## src/rtl/keypad_scanner_if.sv

```systemverilog
// Keypad matrix lines and decoded key outputs shared by the scanner and its consumer.
// The scanner side is master; the keypad/consumer side is slave.
interface keypad_scanner_if;
   logic [3:0] col_in;
   logic [3:0] row_out;
   logic [3:0] key_code;
   logic       key_valid;
   logic       key_held;

   modport master (
      input  col_in,
      output row_out,
      output key_code,
      output key_valid,
      output key_held
   );

   modport slave (
      output col_in,
      input  row_out,
      input  key_code,
      input  key_valid,
      input  key_held
   );
endinterface

```

## src/rtl/keypad_scanner.sv

```systemverilog
// 4x4 matrix keypad scanner: drives rows in turn, samples synchronized columns,
// debounces whole scan frames and emits one key code per physical press.
module keypad_scanner #(
   parameter int unsigned SCAN_DIV       = 50000,
   parameter int unsigned DEBOUNCE_SCANS = 5
) (
   input logic               clock_50Mhz,
   input logic               reset,
   keypad_scanner_if.master  kp
);

   localparam int unsigned SCAN_W = $clog2(SCAN_DIV);
   localparam int unsigned CNT_W  = 4;
   localparam logic [SCAN_W-1:0] SCAN_LAST = SCAN_W'(SCAN_DIV - 1);
   localparam logic [CNT_W-1:0]  DEB_N     = CNT_W'(DEBOUNCE_SCANS);

   typedef enum logic [1:0] {IDLE, DEBOUNCE, PRESSED, RELEASE} state_t;

   logic [3:0]        col_s1, col_s2;
   logic [SCAN_W-1:0] scan_cnt;
   logic [1:0]        row_idx;
   logic [3:0]        row_q;
   logic              slot_end, frame_end;

   logic [1:0]        press_cnt;
   logic [3:0]        first_key;
   logic              held_seen;
   logic [3:0]        col_low;
   logic [2:0]        press_sum;
   logic [1:0]        press_sat;

   state_t            state_q, state_d;
   logic [CNT_W-1:0]  cnt_q, cnt_d, cnt_inc;
   logic [3:0]        cand_q, cand_d;
   logic [3:0]        key_code_q, key_code_d;
   logic              key_valid_q, key_valid_d;
   logic              key_held_q, key_held_d;
   logic              is_none, is_single;

   function automatic logic [2:0] ones4(input logic [3:0] v);
      return 3'(v[0]) + 3'(v[1]) + 3'(v[2]) + 3'(v[3]);
   endfunction

   function automatic logic [1:0] lowest4(input logic [3:0] v);
      if (v[0])      return 2'd0;
      else if (v[1]) return 2'd1;
      else if (v[2]) return 2'd2;
      else           return 2'd3;
   endfunction

   // Two-flop synchronizer for the asynchronous column lines
   always_ff @(posedge clock_50Mhz or posedge reset) begin
      if (reset) begin
         col_s1 <= 4'b1111;
         col_s2 <= 4'b1111;
      end else begin
         col_s1 <= kp.col_in;
         col_s2 <= col_s1;
      end
   end

   assign slot_end = (scan_cnt == SCAN_LAST);

   // Row scan: one row low per slot, frame result flagged the cycle after the row-3 sample
   always_ff @(posedge clock_50Mhz or posedge reset) begin
      if (reset) begin
         scan_cnt  <= '0;
         row_idx   <= 2'd0;
         row_q     <= 4'b1110;
         frame_end <= 1'b0;
      end else begin
         scan_cnt  <= slot_end ? '0 : scan_cnt + SCAN_W'(1);
         frame_end <= slot_end && (row_idx == 2'd3);
         if (slot_end) begin
            row_idx <= row_idx + 2'd1;
            row_q   <= {row_q[2:0], row_q[3]};
         end
      end
   end

   assign col_low   = ~col_s2;
   assign press_sum = {1'b0, press_cnt} + ones4(col_low);
   assign press_sat = (press_sum >= 3'd2) ? 2'd2 : press_sum[1:0];

   // Per-frame accumulators; slot_end and frame_end never coincide since SCAN_DIV >= 4
   always_ff @(posedge clock_50Mhz or posedge reset) begin
      if (reset) begin
         press_cnt <= 2'd0;
         first_key <= 4'd0;
         held_seen <= 1'b0;
      end else if (frame_end) begin
         press_cnt <= 2'd0;
         first_key <= 4'd0;
         held_seen <= 1'b0;
      end else if (slot_end) begin
         press_cnt <= press_sat;
         if (press_cnt == 2'd0 && col_low != 4'd0)
            first_key <= {row_idx, lowest4(col_low)};
         if (row_idx == key_code_q[3:2] && col_low[key_code_q[1:0]])
            held_seen <= 1'b1;
      end
   end

   assign is_none   = (press_cnt == 2'd0);
   assign is_single = (press_cnt == 2'd1);
   assign cnt_inc   = cnt_q + CNT_W'(1);

   always_ff @(posedge clock_50Mhz or posedge reset) begin
      if (reset) begin
         state_q     <= IDLE;
         cnt_q       <= '0;
         cand_q      <= 4'd0;
         key_code_q  <= 4'd0;
         key_valid_q <= 1'b0;
         key_held_q  <= 1'b0;
      end else begin
         state_q     <= state_d;
         cnt_q       <= cnt_d;
         cand_q      <= cand_d;
         key_code_q  <= key_code_d;
         key_valid_q <= key_valid_d;
         key_held_q  <= key_held_d;
      end
   end

   // Debounce FSM, advanced once per completed frame
   always_comb begin
      state_d     = state_q;
      cnt_d       = cnt_q;
      cand_d      = cand_q;
      key_code_d  = key_code_q;
      key_valid_d = 1'b0;
      key_held_d  = key_held_q;
      if (frame_end) begin
         unique case (state_q)
            IDLE: begin
               if (is_single) begin
                  if (DEBOUNCE_SCANS == 1) begin
                     state_d     = PRESSED;
                     cnt_d       = '0;
                     key_code_d  = first_key;
                     key_valid_d = 1'b1;
                     key_held_d  = 1'b1;
                  end else begin
                     state_d = DEBOUNCE;
                     cand_d  = first_key;
                     cnt_d   = CNT_W'(1);
                  end
               end
            end
            DEBOUNCE: begin
               if (is_single && first_key == cand_q) begin
                  if (cnt_inc >= DEB_N) begin
                     state_d     = PRESSED;
                     cnt_d       = '0;
                     key_code_d  = cand_q;
                     key_valid_d = 1'b1;
                     key_held_d  = 1'b1;
                  end else begin
                     cnt_d = cnt_inc;
                  end
               end else begin
                  state_d = IDLE;
                  cnt_d   = '0;
               end
            end
            PRESSED: begin
               if (!held_seen) begin
                  if (DEBOUNCE_SCANS == 1 && is_none) begin
                     state_d    = IDLE;
                     cnt_d      = '0;
                     key_held_d = 1'b0;
                  end else begin
                     state_d = RELEASE;
                     cnt_d   = CNT_W'(1);
                  end
               end
            end
            RELEASE: begin
               if (held_seen) begin
                  state_d = PRESSED;
                  cnt_d   = '0;
               end else if (is_none) begin
                  if (cnt_inc >= DEB_N) begin
                     state_d    = IDLE;
                     cnt_d      = '0;
                     key_held_d = 1'b0;
                  end else begin
                     cnt_d = cnt_inc;
                  end
               end else begin
                  cnt_d = CNT_W'(1);
               end
            end
            default: state_d = IDLE;
         endcase
      end
   end

   assign kp.row_out   = row_q;
   assign kp.key_code  = key_code_q;
   assign kp.key_valid = key_valid_q;
   assign kp.key_held  = key_held_q;

endmodule

```

## src/flat_wrapper.sv

```systemverilog
// flat-port wrapper written by rule: the top's interface ports become plain ports
module keypad_scanner_flat 
#(
   parameter int unsigned SCAN_DIV       = 50000,
   parameter int unsigned DEBOUNCE_SCANS = 5
)
  (clock_50Mhz, reset, kp_col_in, kp_row_out, kp_key_code, kp_key_valid, kp_key_held);
  keypad_scanner_if kp_i ();
  input logic clock_50Mhz;
  input logic reset;
  input wire logic [$bits(kp_i.col_in)-1:0] kp_col_in;
  output wire logic [$bits(kp_i.row_out)-1:0] kp_row_out;
  output wire logic [$bits(kp_i.key_code)-1:0] kp_key_code;
  output wire logic [$bits(kp_i.key_valid)-1:0] kp_key_valid;
  output wire logic [$bits(kp_i.key_held)-1:0] kp_key_held;
  assign kp_i.col_in = kp_col_in;
  assign kp_row_out = kp_i.row_out;
  assign kp_key_code = kp_i.key_code;
  assign kp_key_valid = kp_i.key_valid;
  assign kp_key_held = kp_i.key_held;
  keypad_scanner #(.SCAN_DIV(SCAN_DIV), .DEBOUNCE_SCANS(DEBOUNCE_SCANS)) u_core (.clock_50Mhz(clock_50Mhz), .reset(reset), .kp(kp_i));
endmodule
```

## config.mk

```make
export PLATFORM = sky130hd
export DESIGN_NAME = keypad_scanner_flat
export DESIGN_NICKNAME = d
export VERILOG_FILES = /design/src/rtl/keypad_scanner_if.sv /design/src/rtl/keypad_scanner.sv /design/src/flat_wrapper.sv
export SDC_FILE = /design/constraint.sdc
export NUM_CORES = 1
export LEC_CHECK = 0
export BUFFER_PORTS_ARGS = -buffer_cell sky130_fd_sc_hd__clkbuf_2
export CAP_MARGIN = 10
export CELL_PAD_IN_SITES_DETAIL_PLACEMENT = 2
export CELL_PAD_IN_SITES_GLOBAL_PLACEMENT = 2
export CORE_ASPECT_RATIO = 1.5
export CORE_MARGIN = 10
export CORE_UTILIZATION = 36
export DETAILED_ROUTE_END_ITERATION = 12
export HOLD_SLACK_MARGIN = 0.15
export PLACE_DENSITY_LB_ADDON = 0.1
export SYNTH_ARGS = -nofsm -noshare
export SYNTH_HDL_FRONTEND = slang
export SYNTH_SLANG_ARGS = --single-unit
```

## constraint.sdc

```tcl
create_clock -name clock_50Mhz -period 7.1 [get_ports clock_50Mhz]
set_input_delay 0.355 -clock clock_50Mhz [delete_from_list [all_inputs] [get_ports clock_50Mhz]]
set_output_delay 0.355 -clock clock_50Mhz [all_outputs]
set_load 0.05 [all_outputs]
```

==> metrics.md <==
| Metric | Value |
|---|---|
| Commonest non-fill, non-tap cell in the layout | `dfrtp_1` |
| CTS Buffer Depth | `2` |
| DR pass1 iterations | `2` |
| DRC Markers | `0` |
| Clock Sinks | `54` |
| Final ANT Viol Nets | `0` |
| Int Power | `around 0.00040 W` |
| CTS tree | `built` |
| Multi-input logic area | `roughly 1200 µm²` |
| Crit path DAT | `2830 ps` |
| Post-Synthesis Net Count | `~240` |
| Slowest stage delay, CP | `570 ps` |
| CP Class | `reg2reg` |
| # rows | `37` |
| Worst slew margin | `a little under half` |
| Post-Route Skew | `between 7 and 8 ps` |
| Postcts setup bufs | `0` |
| Post-synthesis instance total | `between 200 and 250` |
| DP HPWL | `4710 µm` |
| Largest net degree at the start of global routing | `between 50 and 60` |
| Status | `complete, no violations` |
| Flop2flop setup slack | `approximately 4500 ps` |
| Crit path to | `u_core.press_cnt[0]$_DFFE_PP0P_` |
| Routed WL per cell | `a little under 20 µm` |
| Final setup fails | `0` |
| TNS Setup | `0 ps` |
| Final Hold Fails | `0` |
| RSZ-0062 raised after global routing | `no` |
| CP endpoint kind | `flip-flop` |
| GPL Wtd Cong | `a little under 0.7` |
| Share of cells above drive strength 1 | `a little under a quarter` |
| Measured slew at the worst slew-check pin | `786 ps` |
| Crit path cell chain | `inv_1 > ha_1 > fa_1 > ha_1 > fa_1 > xor2_1 > nor2_1 > nand3_1 > a21oi_1` |
| First-pass GRT wire length | `between 10000 and 15000 µm` |
| Via count | `1789` |
| Root Driver | `clkbuf_8` |
| # port buffers | `15` |
| Max-Cap Viols | `0` |
| Total power per unit cell area | `180 nW/µm²` |
| Sequential fraction of design power | `between 60% and 70%` |
| Hold Crit Class | `reg2reg` |
| CP max FO | `4` |
| Most frequent cells in the layout | `dfrtp_1 (43), nor2_1 (18), clkbuf_2 (15)` |
| Max H-tree Level | `2` |
| Worst-skew pair later-pin latency | `roughly 310 ps` |
| Max-slew violations | `0` |
| Crit path launch | `u_core.col_s2[0]$_DFF_PP1_` |
| Pwr Total | `slightly above 0.0005 W` |
| Die height | `124 µm` |
| Syn_area_per_cell | `around 12 µm²` |
| FF-to-FF Start | `u_core.col_s2[0]$_DFF_PP1_` |
| Die X | `89.2 µm` |
| RR Endpoint | `u_core.press_cnt[0]$_DFFE_PP0P_` |
| I/O pin count | `16` |
| CTS Buf Count | `5` |
| Critical-path top delay cell | `dfstp_2` |
| Max Freq | `between 0.3 and 0.4 GHz` |
| Clk slew on worst S/H paths | `100 ps` |
| Number of global-route vias before repair | `slightly above 2k` |
| Clock power frac | `36.0%` |
| Placed insts | `approximately 300` |
| FF+latch count, synth | `54` |
| Cell Area, Synth | `about 2600 µm²` |
| Asr flop ratio synth | `between 90% and 100%` |
| Fin crit share | `36.5%` |
| Vias per cell | `between 5 and 6` |
| Cells on worst reg2reg path | `9` |
| Worst setup SP type | `flip-flop` |
| P&R area growth vs syn | `12.0%` |
| Reg area | `~1400 µm²` |
| Switching power share of the total | `between 20% and 30%` |
| Total routed wirelength | `between 6000 and 7000 µm` |
| Lkg Pwr | `1.38 nW` |
| Non-filler instance count after layout | `321` |
| Place WS | `4510 ps` |
| Sequential fraction of the synthesis area | `approximately 53%` |
| WHS | `around 360 ps` |
| Final nets | `258` |
| Initial antenna violation count | `0` |
| Maximum vdd drop | `between 100 and 150 µV` |
| Crit path required time | `approximately 7300 ps` |
| Worst hold path depth | `0` |
| Setup ws final | `approximately 4500 ps` |
| Post-CTS Hold Buffers | `4` |
| Post-CTS Resized | `0` |
| Initial core utilization | `a little under two fifths` |
| Post-synth EDFFs | `0` |
| Predominant post-synthesis flop cell | `dfrtp_1` |
| Yosys Warn Count | `0` |
| Comb pwr share | `~3.7%` |
| Net Sw Power | `~0.00012 W` |
| Antenna Cells | `0` |
| Fin crit period | `about 2600 ps` |
| GRT Util Overall | `between 10 and 15%` |
| Total gr overflow | `0` |
| Drt first-iter violations | `46` |
| Fillers | `732` |
| Yosys cell types | `47` |
| Die area | `roughly 11000 µm²` |
| Core area | `about 7000 µm²` |
[layer usage]
metal / GRT usage [%] / wire, µm / up-vias
li1: - / - / 829
met1: 13.2 / 2340 / 936
met2: 24.2 / 3820 / 16
met3: 1.70 / 134 / 8
met4: 4.59 / 91 / 0
met5: 0 / 0 / -
[critical path: cells and delay by family, from the launching register on]
kind / cells / cell delay, ps
and+or+nand+nor: 2 / 260
adders and majority gates: 4 / 1300
AOI/OAI and AO/OA: 1 / 170
buffers and inverters: 1 / 50
xor gates and xnor gates: 1 / 170
DFF: 1 / 570
[metrics by stage]
step,cell area (µm²),util [%]
detailed placement,2730,39.3
CTS,2870,41.3
global placement,2730,39.3
global route,2900,41.7
floorplan,2590,-
finish,2900,41.7
[registers in the layout, indices dropped and copies added, names as in the netlist]
register	cells
u_core.frame_end	1
u_core.cnt_q	4
u_core.col_s1	4
u_core.state_q	2
u_core.press_cnt	2
u_core.held_seen	1
u_core.kp.key_held	1
u_core.col_s2	4
u_core.kp.row_out	4
u_core.kp.key_code	4
u_core.scan_cnt	16
u_core.row_idx	2
u_core.cand_q	4
u_core.first_key	4
u_core.kp.key_valid	1
[logic make-up after synthesis]
logic type               share of synthesized area [%]
AND/OR/NAND/NOR                                   17.0
flip-flops                                        52.8
AO/OA/AOI/OAI                                     9.43
XOR/XNOR                                          6.77
buffers and inverters                             2.52
multiplexers                                      6.10
adder cells (fa/ha/maj)                           5.42
[cell usage after synthesis (2+ instances only)]
cell | count | share of area, %
dfrtp_1 | 43 | 42
fa_1 | 2 | 1.5
xor2_1 | 12 | 4.1
ha_1 | 8 | 3.9
nor2_1 | 18 | 2.6
nor4bb_1 | 3 | 1.2
and3b_1 | 3 | 1.0
nand3b_1 | 2 | 0.58
and4_1 | 2 | 0.68
nand4_1 | 3 | 0.73
o2111ai_1 | 2 | 0.68
o21ai_0 | 5 | 0.97
and2_1 | 4 | 0.97
nand2_1 | 12 | 1.7
a211oi_1 | 4 | 1.2
nor4b_1 | 2 | 0.68
nor2b_1 | 2 | 0.48
buf_2 | 4 | 0.77
xnor2_1 | 8 | 2.7
nand3_1 | 12 | 2.3
nor3_1 | 3 | 0.58
a32o_1 | 2 | 0.77
o31ai_1 | 4 | 1.2
a21oi_1 | 8 | 1.5
inv_1 | 9 | 1.3
dfstp_2 | 11 | 11
mux2_2 | 12 | 5.2
[area by class of cell]
type | count | area share, %
inverter | 9 | 1.17
sequential | 54 | 47.1
clock inverter | 2 | 0.562
multi-input combinational | 151 | 39.9
timing repair buffer | 21 | 5.01
clock buffer | 6 | 2.85
tap | 78 | 3.37
[how the worst min path moves through the flow]
stage	from	endpoint	slack (ps)
6_report	u_core.col_s1[1]$_DFF_PP1_	u_core.col_s2[1]$_DFF_PP1_	360
5_1_grt	u_core.col_s1[0]$_DFF_PP1_	u_core.col_s2[0]$_DFF_PP1_	370
4_1_cts	reset	u_core.cnt_q[0]$_DFFE_PP0P_	360
3_5_place_dp	u_core.col_s1[1]$_DFF_PP1_	u_core.col_s2[1]$_DFF_PP1_	350
3_3_place_gp	u_core.col_s1[0]$_DFF_PP1_	u_core.col_s2[0]$_DFF_PP1_	350
2_1_floorplan	u_core.col_s1[0]$_DFF_PP1_	u_core.col_s2[0]$_DFF_PP1_	350
[power groups by stage]
stage | Clock [W] | Sequential, W | Combinational (W)
after floorplan | 0 | 0.000318 | 0.0000109
after global placement | 0 | 0.000319 | 0.0000153
after detailed placement | 0 | 0.000319 | 0.0000166
after CTS | 0.000196 | 0.000313 | 0.0000184
after global routing | 0.000209 | 0.000314 | 0.0000223
final | 0.000187 | 0.000313 | 0.0000193
Power figures use the tool's default switching activity.
